$ cat config.mk
export PLATFORM = sky130hd
export DESIGN_NAME = srl16_shift_top
export DESIGN_NICKNAME = d
export VERILOG_FILES = /design/src/rtl/srl16_shift_pkg.sv /design/src/rtl/srl16_lane.sv /design/src/rtl/srl16_shift_top.sv
export SDC_FILE = /design/constraint.sdc
export NUM_CORES = 1
export LEC_CHECK = 0
export ABC_AREA = 0
export CORE_AREA = 2 2 83 105
export CTS_CLUSTER_DIAMETER = 150
export DETAILED_ROUTE_END_ITERATION = 8
export DIE_AREA = 0 0 85 107
export HOLD_SLACK_MARGIN = 0.05
export PLACE_DENSITY = 0.66
export SLEW_MARGIN = 20
export SYNTH_ARGS = -nofsm -noshare
export SYNTH_HDL_FRONTEND = slang
export SYNTH_SLANG_ARGS = --single-unit
$ cat constraint.sdc
create_clock -name clk -period 2.55 [get_ports clk]
set_clock_uncertainty 0.15 [all_clocks]
set_input_delay 0.255 -clock clk [delete_from_list [all_inputs] [get_ports clk]]
set_output_delay 0.255 -clock clk [all_outputs]
set_load 0.01 [all_outputs]
$ cat src/rtl/srl16_shift_pkg.sv
// Shared constants for the SRL16 shift-register bring-up block.
package srl16_shift_pkg;

    localparam int unsigned NUM_LANES = 8;
    localparam int unsigned LFSR_W    = 16;
    localparam int unsigned SRL_DEPTH = 16;
    localparam int unsigned WARMUP    = 32;
    localparam int unsigned WARM_W    = 6;
    localparam int unsigned HB_W      = 24;

    localparam logic [LFSR_W-1:0]    LFSR_SEED = 16'hACE1;
    // x^16+x^14+x^13+x^11+1 as a right-shifting Fibonacci LFSR: taps on bits 0,2,3,5
    localparam logic [LFSR_W-1:0]    LFSR_TAPS = 16'h002D;
    localparam logic [SRL_DEPTH-1:0] SRL_INIT  = 16'h0000;

    // Tap address of lane i; delay is lane_addr(i)+1 CE-qualified shifts.
    function automatic int unsigned lane_addr(input int unsigned i);
        return 2 * i + 1;
    endfunction

endpackage

$ cat src/rtl/srl16_lane.sv
// One test lane: SRL16E-style addressable shift register, flop reference
// delay line of identical latency, comparator and sticky error flag.
// Ports: clk, rst_n (async active-low), ce (shift enable), d (shift data),
//        inj (invert reference input), armed (compare enable), err (sticky flag).
module srl16_lane
    import srl16_shift_pkg::*;
#(
    parameter int unsigned ADDR = 1
) (
    input  logic clk,
    input  logic rst_n,
    input  logic ce,
    input  logic d,
    input  logic inj,
    input  logic armed,
    output logic err
);

    localparam int unsigned REF_W = ADDR + 1;

    logic [SRL_DEPTH-1:0] sr_q, sr_d;
    logic [REF_W-1:0]     ref_q, ref_d;
    logic                 err_q, err_d;
    logic                 srl_out;
    logic                 ref_out;

    // Next-state for SRL, reference chain and sticky flag.
    always_comb begin
        sr_d    = sr_q;
        ref_d   = ref_q;
        srl_out = sr_q[ADDR];
        ref_out = ref_q[REF_W-1];
        if (ce) begin
            sr_d  = {sr_q[SRL_DEPTH-2:0], d};
            ref_d = {ref_q[REF_W-2:0], d ^ inj};
        end
        err_d = err_q | (armed & (srl_out ^ ref_out));
    end

    // SRL contents have no reset in silicon; simulation clears them so runs start clean.
`ifdef SYNTHESIS
    always_ff @(posedge clk) begin
        sr_q <= sr_d;
    end
`else
    always_ff @(posedge clk or negedge rst_n) begin
        if (!rst_n) begin
            sr_q <= SRL_INIT;
        end else begin
            sr_q <= sr_d;
        end
    end
`endif

    // Reference chain and sticky error flag.
    always_ff @(posedge clk or negedge rst_n) begin
        if (!rst_n) begin
            ref_q <= '0;
            err_q <= 1'b0;
        end else begin
            ref_q <= ref_d;
            err_q <= err_d;
        end
    end

    assign err = err_q;

endmodule

$ cat src/rtl/srl16_shift_top.sv
// Board top for SRL16 bring-up: LFSR data source, CE toggle, warm-up counter,
// heartbeat and eight self-checking shift lanes.
// Ports: clk, rst_n (async active-low), rx (unused), tx (held idle high),
//        sw (error-inject switches, only with ERROR_INJECT_EN defined),
//        led[7:0] sticky lane errors, led[8] heartbeat, led[15:9] zero.
// Build option: define ERROR_INJECT_EN to let sw[7:0] corrupt lane references.
module srl16_shift_top
    import srl16_shift_pkg::*;
(
    input  logic        clk,
    input  logic        rst_n,
    input  logic        rx,
    output logic        tx,
    input  logic [15:0] sw,
    output logic [15:0] led
);

    logic [LFSR_W-1:0]    lfsr_q, lfsr_d;
    logic                 ce_tgl_q, ce_tgl_d;
    logic [WARM_W-1:0]    warm_q, warm_d;
    logic [HB_W-1:0]      hb_q, hb_d;
    logic                 armed_c;
    logic [NUM_LANES-1:0] inj_c;
    logic [NUM_LANES-1:0] err_c;
    logic                 unused_pins;

    // Shared datapath next-state.
    always_comb begin
        lfsr_d   = {^(lfsr_q & LFSR_TAPS), lfsr_q[LFSR_W-1:1]};
        ce_tgl_d = ~ce_tgl_q;
        armed_c  = (warm_q == WARM_W'(WARMUP));
        warm_d   = armed_c ? warm_q : warm_q + WARM_W'(1);
        hb_d     = hb_q + HB_W'(1);
    end

    always_ff @(posedge clk or negedge rst_n) begin
        if (!rst_n) begin
            lfsr_q   <= LFSR_SEED;
            ce_tgl_q <= 1'b0;
            warm_q   <= '0;
            hb_q     <= '0;
        end else begin
            lfsr_q   <= lfsr_d;
            ce_tgl_q <= ce_tgl_d;
            warm_q   <= warm_d;
            hb_q     <= hb_d;
        end
    end

`ifdef ERROR_INJECT_EN
    assign inj_c = sw[NUM_LANES-1:0];
`else
    assign inj_c = '0;
`endif

    // Even lanes shift every cycle, odd lanes on alternate cycles.
    for (genvar gi = 0; gi < NUM_LANES; gi++) begin : g_lane
        logic lane_ce;
        assign lane_ce = (gi % 2 == 0) ? 1'b1 : ce_tgl_q;

        srl16_lane #(
            .ADDR (lane_addr(gi))
        ) u_lane (
            .clk   (clk),
            .rst_n (rst_n),
            .ce    (lane_ce),
            .d     (lfsr_q[0]),
            .inj   (inj_c[gi]),
            .armed (armed_c),
            .err   (err_c[gi])
        );
    end

    assign unused_pins = ^{rx, sw};
    assign tx          = 1'b1;
    assign led         = {7'b0, hb_q[HB_W-1], err_c};

endmodule

==> qor.csv <==
stage,metric,value,unit
outcome,outcome,"finished, final reports clean",
worst_setup_path,path depth of the worst reg2reg path,5,
clock_tree,Num Clock Sinks,115,
synth,synth warn,0,
worst_setup_path,CP cell instances,clkdlybuf4s50_1,
clock_tree,Post-CTS Setup Repair Bufs,0,
synth,Synth Instances,251,
global_routing,initial antenna violation count,0,
synth,Seq cells post-synth,115,
worst_setup_path,crit path DAT,1.41,ns
sta,Min Hold Slack,0.0915,ns
route,metal2 WL,2.43,mm
synth,mapped cell area,3970,µm²
global_routing,GRT Util Overall,13.6,%
worst_setup_path,CP Capture Type,output port,
worst_setup_path,WS Path Type,reg2out,
worst_setup_path,reg2reg end,hb_q[18],
route,Top Layer Used,met4,
place,HPWL after detailed placement,3.07,mm
sta,RSZ-0062 raised after global routing,false,
finish,ant diodes,0,
worst_setup_path,critical path launch point type,flop,
sta,fmax,550,MHz
floorplan,die height,107,µm
clock_tree,Clock Root Buffer,clkbuf_8,
worst_setup_path,largest fanout on the critical path,2,
clock_tree,CTS tree,yes,
sta,Setup TNS Final,0,ns
synth,"Top FF cell, synth",dfrtp_1,
place,Post-DP Area,4110,µm²
worst_setup_path,crit-path max cell delay,0.55,ns
synth,Async SR Flop Fraction,73.9,%
sta,count of final max-slew check failures,0,
finish,"commonest non-fill, non-tap cell in the layout",dfrtp_1,
place,I/O Buffers,10,
sta,min cycle time layout,1.82,ns
finish,"Core Util, Final",58.1,%
route,routed wl met3,187,µm
route,Remaining DRCs,0,
floorplan,core area,8100,µm²
finish,area grow syn2layout,18.8,%
global_routing,vias in the first global route,1868,
floorplan,Initial Utilization,48.9,%
route,routed via count,1805,
route,Via density,4.74,
clock_tree,clk buf depth,2,
sta,final setup violation count,0,
floorplan,overall die area,9100,µm²
sta,final worst-path cycle share,71.3,%
global_routing,first-pass GRT wire length,9.10,mm
worst_setup_path,slowest CP cell,clkdlybuf4s50_1,
worst_setup_path,Register-to-Register Setup Slack,0.76,ns
global_routing,grt total ovfl,0,
synth,sequential area share after synthesis,73.1,%
worst_setup_path,crit path buf inv count,1,
clock_tree,clock latency on the worst-skew pair,0.51,ns
flow_run,max_cap viols,0,
route,initial drt markers,122,
floorplan,Die X,85,µm
synth,Post-synth EDFFs,16,
route,Routed WL,5.13,mm
finish,"commonest non-fill, non-tap cells in the layout","dfrtp_1, xor2_1, xnor2_1",
route,post-route antenna net violation count,0,
power_and_ir_drop,Power Density,895,nW/µm²
place,gpl congestion,0.703,
synth,Syn Area/Cell,15.8,µm²
hold_path,Hold Crit Class,in2async,
floorplan,row cnt,37,
power_and_ir_drop,static leakage,0.00229,µW
finish,fin cells,381,
finish,share of cells above drive strength 1,23.9,%
clock_tree,# hold bufs at CTS,1,
clock_tree,clk slew on worst S/H paths,0.06,ns
power_and_ir_drop,Worst VDD drop,0.664,mV
global_routing,largest net degree at the start of global routing,54,
clock_tree,Inserted Clock Buffers,17,
finish,final instance area,4710,µm²
clock_tree,Post-CTS Resized,0,
place,placed insts,348,
worst_setup_path,reg2reg start,hb_q[0],
worst_setup_path,family with the most delay on the worst path,buffers and inverters,
route,WL/cell,13.5,µm
synth,Yosys cell types,27,
worst_setup_path,Crit path required time,2.14,ns
sta,Fin. Hold Viols,0,
clock_tree,H-tree levels,4,
finish,NumNets Final,293,
route,wl on met1,2.38,mm
floorplan,io pins,36,
route,DRT Pass-1 Iters,4,
[Yosys cell counts (3+ instances only)]
cell      count  area (µm²)
nand3_1       8        40.0
dfstp_2       8         210
nor2_1        9        33.8
buf_4        17         128
dfxtp_1      14         280
ha_1          3        37.5
nand2_1       8        30.0
nand4_1       6        37.5
a21o_1        8        60.1
dfrtp_1      77        1930
xnor2_1      19         166
edfxtp_1     16         480
inv_1         5        18.8
xor2_1       19         166
mux2_2       17         191
[report_power, final]
group	internal (µW)	total (µW)	switching [µW]
clock	1500	2330	830
sequential	1850	1850	0
combinational	5.17	36.3	31.1
[sequential cells by signal (all words and copies together) (netlist names)]
name / count
ce_tgl_q: 1
g_lane.u_lane.err: 8
g_lane.u_lane.ref_q: 30
g_lane.u_lane.sr_q: 30
hb_q: 24
lfsr_q: 16
warm_q: 6
[layout make-up]
cell class              instances  area [µm²]
clock buffers                  17         414
multi-input cells             117         930
clock inverters                15         179
flip-flops and latches        115        2900
well taps                      97         121
repair buffers                 15         150
inverters                       5        18.8
fillers                       614        3390
[routing by layer]
layer	vias up	track usage (%)
li1	864	-
met5	-	0
met2	23	19.5
met1	904	16.6
met4	0	7.82
met3	14	6.70
[logic make-up after synthesis]
group	after synthesis	share of synthesized area, %
flip-flops	115	73.1
AND/OR/NAND/NOR	43	7.01
XOR/XNOR	38	8.39
buffers and inverters	25	4.04
multiplexers	17	4.83
AO/OA/AOI/OAI	8	1.51
adder cells (fa/ha/maj)	3	0.947
other	2	0.189
[through the flow]
| stage | setup WS (ns) | power, µW |
|---|---|---|
| global placement | 0.746 | 1920 |
| floorplan | 0.720 | 1900 |
| detailed placement | 0.731 | 1920 |
| CTS | 0.683 | 4280 |
| finish | 0.732 | 4220 |
| global route | 0.603 | 4380 |
[how the worst max path moves through the flow]
stage                              start                   endpoint  slack, ns  cells past startpoint
CTS                 g_lane[1].u_lane.err                     led[1]       0.68                      1
detailed placement               hb_q[0]                   hb_q[18]       0.73                      5
finish              g_lane[1].u_lane.err                     led[1]       0.73                      1
floorplan                       ce_tgl_q  g_lane[5].u_lane.ref_q[0]       0.72                      3
global placement                 hb_q[0]                   hb_q[18]       0.75                      5
global route                     hb_q[0]                   hb_q[18]       0.60                      5
No activity file was read; power rests on OpenSTA's default activity.
